## config.mk

```make
export PLATFORM = sky130hd
export DESIGN_NAME = serial_adder
export DESIGN_NICKNAME = d
export VERILOG_FILES = /design/src/rtl/serial_adder_pkg.sv /design/src/rtl/serial_adder_fa_cell.sv /design/src/rtl/serial_adder.sv
export SDC_FILE = /design/constraint.sdc
export NUM_CORES = 1
export LEC_CHECK = 0
export CORE_MARGIN = 2
export CORE_UTILIZATION = 52
export CTS_CLUSTER_SIZE = 30
export DETAILED_ROUTE_END_ITERATION = 8
export PLACE_DENSITY = 0.87
export SLEW_MARGIN = 20
export SYNTH_ARGS = -nofsm -noshare
export SYNTH_HDL_FRONTEND = slang
export SYNTH_SLANG_ARGS = --single-unit
```

## constraint.sdc

```tcl
create_clock -name clk -period 2.59 [get_ports clk]
set_input_delay 0.518 -clock clk [delete_from_list [all_inputs] [get_ports clk]]
set_output_delay 0.518 -clock clk [all_outputs]
set_load 0.01 [all_outputs]
```

## src/rtl/serial_adder_pkg.sv

```systemverilog
// Shared types and helpers for the bit-serial adder.
// Holds the FSM state encoding and the bit-counter width rule.
package serial_adder_pkg;

  typedef enum logic [1:0] {
    IDLE,
    SHIFT,
    DONE
  } state_t;

  // The counter must be able to hold the value WIDTH itself.
  function automatic int cnt_width(input int width);
    return $clog2(width + 1);
  endfunction

endpackage

```

## src/rtl/serial_adder_fa_cell.sv

```systemverilog
// Combinational 1-bit full-adder cell used by the serial adder datapath.
module fa_cell (
  input  logic a,
  input  logic b,
  input  logic ci,
  output logic sum,
  output logic co
);

  assign sum = a ^ b ^ ci;
  assign co  = (a & b) | (a & ci) | (b & ci);

endmodule

```

## src/rtl/serial_adder.sv

```systemverilog
// Bit-serial adder: one full-adder cell processes an operand bit per cycle,
// with a valid/ready handshake on both the operand and result sides.
module serial_adder
  import serial_adder_pkg::*;
#(
  parameter int WIDTH = 8
) (
  input  logic             clk,
  input  logic             rst,
  input  logic             in_valid,
  output logic             in_ready,
  input  logic [WIDTH-1:0] a,
  input  logic [WIDTH-1:0] b,
  input  logic             cin,
  output logic             out_valid,
  input  logic             out_ready,
  output logic [WIDTH-1:0] sum,
  output logic             cout,
  output logic             busy
);

  localparam int CW = cnt_width(WIDTH);
  localparam logic [CW-1:0] LAST = CW'(WIDTH - 1);

  state_t           state;
  state_t           state_next;
  logic [WIDTH-1:0] a_sr;
  logic [WIDTH-1:0] b_sr;
  logic [WIDTH-1:0] sum_sr;
  logic [WIDTH-1:0] a_shift;
  logic [WIDTH-1:0] b_shift;
  logic [WIDTH-1:0] sum_shift;
  logic             carry;
  logic [CW-1:0]    cnt;
  logic             fa_sum;
  logic             fa_co;

  fa_cell u_fa (
    .a  (a_sr[0]),
    .b  (b_sr[0]),
    .ci (carry),
    .sum(fa_sum),
    .co (fa_co)
  );

  always_ff @(posedge clk) begin
    if (rst) state <= IDLE;
    else     state <= state_next;
  end

  always_comb begin
    state_next = state;
    in_ready   = 1'b0;
    out_valid  = 1'b0;
    busy       = 1'b0;
    case (state)
      IDLE: begin
        in_ready = 1'b1;
        if (in_valid) state_next = SHIFT;
      end
      SHIFT: begin
        busy = 1'b1;
        if (cnt == LAST) state_next = DONE;
      end
      DONE: begin
        out_valid = 1'b1;
        if (out_ready) state_next = IDLE;
      end
      default: state_next = IDLE;
    endcase
  end

  // Sum bits enter at the MSB so after WIDTH shifts bit 0 lands in sum_sr[0].
  always_comb begin
    a_shift              = a_sr >> 1;
    b_shift              = b_sr >> 1;
    sum_shift            = sum_sr >> 1;
    sum_shift[WIDTH-1]   = fa_sum;
  end

  always_ff @(posedge clk) begin
    if (rst) begin
      a_sr   <= '0;
      b_sr   <= '0;
      sum_sr <= '0;
      carry  <= 1'b0;
      cnt    <= '0;
    end else if (state == IDLE && in_valid) begin
      a_sr   <= a;
      b_sr   <= b;
      sum_sr <= '0;
      carry  <= cin;
      cnt    <= '0;
    end else if (state == SHIFT) begin
      a_sr   <= a_shift;
      b_sr   <= b_shift;
      sum_sr <= sum_shift;
      carry  <= fa_co;
      cnt    <= cnt + CW'(1);
    end
  end

  assign sum  = sum_sr;
  assign cout = carry;

endmodule
```

==> results of run 1 <==
-- metal layers --
layer | up-vias | wire, µm | share of wire | GRT usage
li1 | 640 | - | - | -
met1 | 638 | 1420 | 0.43 | 0.272
met2 | 47 | 1650 | 0.49 | 0.382
met3 | 4 | 241 | 0.072 | 0.0721
met4 | 0 | 25 | 0.0075 | 0.119
met5 | - | 0 | 0 | 0
-- metrics by stage --
stage,util,instances,area [µm²],worst slack (ns)
2_1_floorplan,-,160,1410,1.28
3_3_place_gp,0.685,215,1730,0.519
3_5_place_dp,0.685,215,1730,0.437
4_1_cts,0.707,222,1780,0.234
5_1_grt,0.707,222,1780,0.132
6_report,0.707,222,1780,0.242
-- synthesized netlist by cell type, types with 2 or more instances --
| cell type | number | share of area |
|---|---|---|
| inv_1 | 4 | 0.011 |
| o221ai_1 | 5 | 0.031 |
| nor2_1 | 12 | 0.032 |
| buf_4 | 4 | 0.021 |
| or3b_1 | 6 | 0.037 |
| a2111oi_2 | 3 | 0.032 |
| a21oi_1 | 24 | 0.085 |
| o221a_2 | 2 | 0.016 |
| o21ai_0 | 10 | 0.035 |
| o21ai_1 | 5 | 0.018 |
| or3_1 | 2 | 0.0089 |
| dfxtp_1 | 31 | 0.44 |
| o22ai_1 | 7 | 0.031 |
| nand2b_1 | 2 | 0.0089 |
| nand4_1 | 2 | 0.0089 |
| nand2_1 | 19 | 0.051 |
| buf_2 | 5 | 0.018 |
-- sequential cells by signal, summed over array words and instances, names as in the netlist --
| name | flops |
|---|---|
| sum | 8 |
| cnt | 4 |
| a_sr | 8 |
| cout | 1 |
| state | 2 |
| b_sr | 8 |
-- area by class of cell --
class                      count  area, µm²  area share
clock buffer                   6       51.3      0.0288
multi-input combinational    113        699       0.392
sequential                    31        621       0.348
tap                           30       37.5      0.0211
inverter                       5       18.8      0.0105
clock inverter                 1       5.00     0.00281
timing repair buffer          36        350       0.196
-- power groups by stage --
stage               Clock, mW  Combinational, mW  Sequential, mW
floorplan                   0             0.0943           0.531
global placement            0              0.142           0.537
detailed placement          0              0.148           0.538
CTS                     0.296              0.149           0.527
global route            0.316              0.165           0.531
finish                  0.286              0.149           0.527
-- worst paths after layout --
kind             end  slack, ns      from
max reg2reg  a_sr[3]       1.07  state[1]
min           sum[0]       0.46    sum[0]
min reg2reg   sum[0]       0.46    sum[0]
max             busy       0.24  state[0]
-- cells by family (layout without fill, tap and decap cells) --
group | after synthesis | after routing | synth area share
DFF | 31 | 31 | 0.440
buffers and inverters | 16 | 48 | 0.0639
xor gates and xnor gates | 2 | 2 | 0.0124
adders and majority gates | 2 | 2 | 0.0231
and+or+nand+nor | 48 | 48 | 0.176
AOI/OAI and AO/OA | 61 | 61 | 0.285
-- critical path, cell delays in order, from the launching register on --
cell             delay (ns)
dfxtp_1                0.60
nand2b_4               0.24
inv_1                  0.13
clkdlybuf4s50_1        0.53
==> flow_summary.json, run 1 <==
{
  "outcome": "complete, no violations",
  "layout_commonest_cell": "clkdlybuf4s50_1",
  "ys_seq_area_frac": 0.440,
  "hold_class": "reg -> reg",
  "whs_ns": 0.463,
  "diodes": 0,
  "max_freq_ghz": 0.426,
  "dr.pass1.iters": 4,
  "r2r_cells": 4,
  "drtIter0Drc": 48,
  "setup_viol": 0,
  "htreeDepth": 2,
  "cap_violations": 0,
  "finClkSkew_ns": 0.00610,
  "vias_per_cell": 5.99,
  "overflow": 0,
  "comb_power_share": 0.154,
  "yosysUniqueCellTypes": 34,
  "place.gp.congestion": 0.783,
  "syn-num-nets": 183,
  "insertion_delay_ns": 0.33,
  "cp_max_fo": 23,
  "cts_resized": 0,
  "dieArea_mm2": 0.00314,
  "hold_buffers": 0,
  "yosys_warnings": 0,
  "start_kind": "register",
  "worstHoldPathCells": 2,
  "powerDensity_mw_per_mm2": 540,
  "dp_hpwl_um": 2350,
  "wl_um": 3330,
  "cp.required_ns": 2.07,
  "grt_pass1_vias": 1332,
  "grt_pass1_wl_um": 5790,
  "grt_setup_unrepaired": "false",
  "ant_nets": 0,
  "rows": 18,
  "synth_area_per_cell_um2": 8.81,
  "clk_pin_slew_ns": 0.10,
  "timing.final.crit_period_ns": 2.35,
  "syn_area_mm2": 0.00141,
  "die_y_um": 56.1,
  "numPortBuffers": 32,
  "area_growth_pct": 26.4,
  "synth_edf_count": 0,
  "root_buffer": "clkbuf_4",
  "slew-limit-headroom": 0.574,
  "core_area_mm2": 0.00252,
  "die_w_um": 56.1,
  "cts.path.max_buffers": 2,
  "power_uw": 962,
  "synth_seq_cells": 31,
  "p_leak_nw": 0.636,
  "tightest_slew_ns": 0.638,
  "pwr-share-seq": 0.548,
  "fin_crit_sh": 0.907,
  "grt_usage": 0.233,
  "nFillCells": 218,
  "pwr-share-clk": 0.297,
  "end_kind": "output port",
  "ys_async_sr_fraction": 0,
  "routedWlPerCell_um": 15.0,
  "ys.flop_type": "dfxtp_1",
  "layout.nets": 215,
  "worstPathArrival_ns": 1.83,
  "drc_errors": 0,
  "p_int_uw": 707,
  "final_max_slew_viol_count": 0,
  "critPathKind": "reg -> out",
  "p_sw_uw": 255,
  "final_layout_size_suffix_gt1_frac": 0.109,
  "hold_viol": 0,
  "io_pins": 33,
  "switching_share": 0.265,
  "syn_inst": 160,
  "antenna_found_initial": 0,
  "tns_ns": 0,
  "cts_made_buffers": 5,
  "cts_tree": "done",
  "grt_max_degree": 24,
  "postCtsSetupRepairBufs": 0,
  "vias": 1329,
  "final_cell_mix": "32 x clkdlybuf4s50_1, 31 x dfxtp_1, 24 x a21oi_1, 19 x nand2_1, 12 x nor2_1",
  "start_util": 0.559,
  "irDropWorstVdd_uv": 408,
  "clock_sinks": 31
}
Note: power is estimated with default switching activity, not from simulation.
==> run 2, diff against run 1 <==
REMOVE_ABC_BUFFERS = 1   (was unset)
==> run 2 against run 1 <==
  * Cell count decreased by 0.45%
  * Non-clock buffer count stayed put
  * Sequential share of layout area rose by 0.30 points
  * Combinational power is essentially flat
  * Total power shrank 4.6%
  * Global-route usage shrank 1.4 points
  * Clock power down 14%
  * Flip-flop and latch count did not move
  * Core utilization down 0.60 points
  * Maximum frequency decreased by 1.7%
  * Critical endpoint unchanged
  * Largest cell class unchanged
  * Highest routed layer unchanged
==> flow_summary.json, run 2 (same netlist as run 1, synthesis figures left out) <==
{
  "hold_buffers": 0,
  "area_growth_pct": 25.4,
  "htreeDepth": 2,
  "cts.path.max_buffers": 2,
  "rows": 18,
  "p_sw_uw": 240,
  "max_freq_ghz": 0.419,
  "slew-limit-headroom": 0.471,
  "multi_input_area_um2": 699,
  "comb_power_share": 0.160,
  "cp_max_fo": 23,
  "drtIter0Drc": 36,
  "vias": 1291,
  "place.gp.congestion": 0.777,
  "grt_setup_unrepaired": "false",
  "worstReg2RegStart": "state[1]",
  "pwr-share-clk": 0.267,
  "timing.final.crit_period_ns": 2.39,
  "startpoint": "state[0]",
  "finClkSkew_ns": 0.00501,
  "dieArea_mm2": 0.00314,
  "pre_cts_slack_ns": 0.546,
  "die_y_um": 56.1,
  "dp_hpwl_um": 2200,
  "insertion_delay_ns": 0.34,
  "ant_nets": 0,
  "critPathKind": "reg -> out",
  "clock_sinks": 31,
  "nFillCells": 221,
  "final_cell_mix": "32 x clkdlybuf4s50_1, 31 x dfxtp_1, 24 x a21oi_1, 19 x nand2_1, 12 x nor2_1",
  "grt_pass1_wl_um": 5280,
  "grt_usage": 0.219,
  "hold_viol": 0,
  "tightest_slew_ns": 0.788,
  "endpoint": "busy",
  "cts_made_buffers": 5,
  "drc_errors": 0,
  "overflow": 0,
  "start_util": 0.559,
  "cap_violations": 0,
  "r2r_slack_ns": 0.95,
  "r2r_cells": 4,
  "vias_per_cell": 5.84,
  "cp.required_ns": 2.07,
  "layout_commonest_cell": "clkdlybuf4s50_1",
  "regArea_um2": 621,
  "setup_slack_ns": 0.202,
  "p_int_uw": 678,
  "worstPathArrival_ns": 1.87,
  "tns_ns": 0,
  "die_w_um": 56.1,
  "layout.nets": 215,
  "p_leak_nw": 0.626,
  "wl_um": 3150,
  "io_pins": 33,
  "irDropWorstVdd_uv": 386,
  "start_kind": "register",
  "root_buffer": "clkbuf_4",
  "setup_viol": 0,
  "clk_pin_slew_ns": 0.08,
  "outcome": "complete, no violations",
  "hold_class": "reg -> reg",
  "r2r_end": "cnt[2]",
  "antenna_found_initial": 0,
  "cts_tree": "done",
  "postCtsSetupRepairBufs": 0,
  "end_kind": "output port",
  "numPortBuffers": 32,
  "grt_pass1_vias": 1225,
  "fin_crit_sh": 0.922,
  "core_area_mm2": 0.00252,
  "pwr-share-seq": 0.574,
  "final_layout_size_suffix_gt1_frac": 0.0995,
  "cts_resized": 0,
  "dr.pass1.iters": 4,
  "final_max_slew_viol_count": 0,
  "final_core_util": 0.701,
  "switching_share": 0.262,
  "grt_max_degree": 24,
  "diodes": 0,
  "routedWlPerCell_um": 14.2,
  "powerDensity_mw_per_mm2": 519
}
==> run 2: cell count changes in the layout (fill, tap and decap cells not counted), sizes merged <==
cell    change
clkinv      -1
==> run 2: worst max-delay path, stage by stage (launching register included) <==
cell	delay, ns
dfxtp_1	0.62
nand2b_4	0.25
inv_1	0.13
clkdlybuf4s50_1	0.54
==> run 2: per-stage QoR <==
step                      area, µm²  hold slack, ns  instances  total power [mW]
after floorplan                1340           0.448        149             0.612
after detailed placement       1730           0.451        215             0.683
after global placement         1730           0.441        215             0.677
after global routing           1770           0.486        221             0.963
after CTS                      1770           0.463        221             0.925
final                          1770           0.462        221             0.918
==> run 2: worst min path at each step <==
stage	end	depth (start not counted)	startpoint	slack, ns
6_report	sum[0]	2	sum[0]	0.46
5_1_grt	sum[0]	2	sum[0]	0.49
4_1_cts	sum[0]	2	sum[0]	0.46
3_5_place_dp	sum[0]	2	sum[0]	0.45
3_3_place_gp	sum[0]	2	sum[0]	0.44
2_1_floorplan	a_sr[7]	2	a_sr[7]	0.45
==> run 2: cell type report <==
class / instances / share of cell area
Multi-Input combinational cell: 113 / 0.396
Sequential cell: 31 / 0.351
Timing Repair Buffer: 36 / 0.198
Clock buffer: 6 / 0.0234
Tap cell: 30 / 0.0212
Inverter: 5 / 0.0106
==> run 2: per-layer routing <==
layer | wire [µm] | up-vias | GRT usage
met5 | 0 | - | 0
met4 | 49 | 0 | 0.0816
met3 | 185 | 6 | 0.0930
met2 | 1630 | 35 | 0.375
met1 | 1290 | 608 | 0.239
li1 | - | 642 | -
==> run 2: power by group through the flow <==
| stage | clock network [mW] | logic [mW] | registers (mW) |
|---|---|---|---|
| CTS | 0.252 | 0.147 | 0.526 |
| global route | 0.271 | 0.162 | 0.530 |
| floorplan | 0 | 0.0785 | 0.533 |
| finish | 0.245 | 0.146 | 0.527 |
| detailed placement | 0 | 0.146 | 0.537 |
| global placement | 0 | 0.141 | 0.536 |
==> run 3, diff against run 2 <==
--- a/config.mk
+++ b/config.mk
@@ -7,4 +7,6 @@
 export LEC_CHECK = 0
+export CELL_PAD_IN_SITES_DETAIL_PLACEMENT = 1
+export CELL_PAD_IN_SITES_GLOBAL_PLACEMENT = 1
 export CORE_MARGIN = 2
-export CORE_UTILIZATION = 52
+export CORE_UTILIZATION = 39
 export CTS_CLUSTER_SIZE = 30
--- a/constraint.sdc
+++ b/constraint.sdc
@@ -3,2 +3,2 @@
 set_output_delay 0.518 -clock clk [all_outputs]
-set_load 0.01 [all_outputs]
+set_load 0.05 [all_outputs]
==> run 3 against run 2 <==
  * Count of clock-buffer cells in the layout grew 1
  * Via count grew 4.4%
  * Sequential power is essentially flat
  * Total power grew 5.1%
  * Global-route usage shrank 1.9 points
  * Core utilization shrank 18 points
  * Cell area grew 1.5%
  * Combinational power grew 14%
  * First-iteration DRC count grew 5.6%
  * Setup slack lost 0.020 ns
==> flow_summary.json, run 3 (same netlist as run 1, synthesis figures left out) <==
{
  "io_pins": 33,
  "antenna_found_initial": 0,
  "overflow": 0,
  "place.gp.congestion": 0.762,
  "worstPathArrival_ns": 1.89,
  "setup_viol": 0,
  "multi_input_area_um2": 699,
  "start_util": 0.413,
  "cap_violations": 0,
  "core_area_mm2": 0.00342,
  "grt_usage": 0.200,
  "cp_max_fo": 10,
  "hold_class": "reg -> reg",
  "timing.final.crit_period_ns": 2.41,
  "irDropWorstVdd_uv": 286,
  "cts_resized": 0,
  "met2_usage": 0.357,
  "clk_pin_slew_ns": 0.09,
  "final_cell_mix": "31 x dfxtp_1, 31 x clkdlybuf4s50_1, 24 x a21oi_1, 19 x nand2_1, 12 x nor2_1",
  "use_met1": 0.214,
  "die_w_um": 64.1,
  "grt-busiest-layer": "met2",
  "cp.required_ns": 2.07,
  "fin_crit_sh": 0.929,
  "drtIter0Drc": 38,
  "grt_setup_unrepaired": "false",
  "critPathKind": "reg -> out",
  "powerDensity_mw_per_mm2": 538,
  "layout.nets": 215,
  "finClkSkew_ns": 0.00613,
  "final_max_slew_viol_count": 0,
  "grt_max_degree": 24,
  "wl_um": 3740,
  "outcome": "complete, no violations",
  "insertion_delay_ns": 0.33,
  "htreeDepth": 2,
  "area_growth_pct": 27.2,
  "max_freq_ghz": 0.415,
  "vias_per_cell": 5.64,
  "ant_nets": 0,
  "start_kind": "register",
  "hold_viol": 0,
  "die_y_um": 64.1,
  "diodes": 0,
  "numPortBuffers": 32,
  "grt_pass1_wl_um": 6330,
  "placed_cells": 231,
  "dp_hpwl_um": 2710,
  "instances_no_fill": 239,
  "clock_sinks": 31,
  "p_leak_nw": 0.632,
  "regArea_um2": 621,
  "cts_made_buffers": 5,
  "cts.path.max_buffers": 2,
  "nFillCells": 422,
  "rows": 21,
  "vias": 1348,
  "postCtsSetupRepairBufs": 0,
  "cts_tree": "done",
  "drc_errors": 0,
  "slew-limit-headroom": 0.524,
  "power_uw": 965,
  "tightest_slew_ns": 0.711,
  "final_layout_size_suffix_gt1_frac": 0.109,
  "end_kind": "output port",
  "hold_buffers": 0,
  "grt_pass1_vias": 1365,
  "dieArea_mm2": 0.00411,
  "dr.pass1.iters": 4,
  "root_buffer": "clkbuf_4",
  "routedWlPerCell_um": 15.7,
  "tns_ns": 0,
  "grtUsageMet3": 0.0669,
  "whs_ns": 0.479
}
==> run 3: changes by cell type in the layout (fill, tap and decap cells not counted), sizes merged <==
cell           delta
buf               +1
clkbuf            +1
clkdlybuf4s50     -1
clkinv            +1
==> run 3: report_power, final <==
part           switching (mW)  leakage (nW)  internal, mW
sequential             0.0245         0.255         0.504
combinational          0.0879         0.349        0.0781
clock                   0.165        0.0293         0.106
total                   0.277         0.632         0.687
==> run 3: layout make-up <==
| type | instances | area share |
|---|---|---|
| clock buffers | 7 | 0.0251 |
| flip-flops and latches | 31 | 0.346 |
| multi-input cells | 113 | 0.390 |
| repair buffers | 36 | 0.194 |
| well taps | 46 | 0.0321 |
| inverters | 5 | 0.0105 |
| clock inverters | 1 | 0.00279 |
==> run 3: final timing paths <==
| kind | slack [ns] | depth (start not counted) | from | end |
|---|---|---|---|---|
| max reg2reg | 1.07 | 3 | state[0] | state[1] |
| min | 0.48 | 2 | sum[7] | sum[6] |
| max | 0.18 | 2 | state[1] | out_valid |
| min reg2reg | 0.48 | 2 | sum[7] | sum[6] |
==> run 3: metrics by stage <==
step                      utilization  setup slack, ns  cell area, µm²
after detailed placement        0.511            0.376            1740
after floorplan                     -            0.789            1340
after global routing            0.525           0.0685            1790
final                           0.525            0.183            1790
after CTS                       0.525            0.148            1790
after global placement          0.511            0.459            1740
==> run 3: critical path, stage by stage (launching register included) <==
cell             delay (ns)
dfxtp_1                0.52
nor2b_1                0.22
clkdlybuf4s50_1        0.82
==> run 3: routing by layer <==
metal / share of wire / routed length [µm]
met5: 0 / 0
met4: 0.018 / 68
met3: 0.053 / 200
met2: 0.53 / 1970
met1: 0.40 / 1500
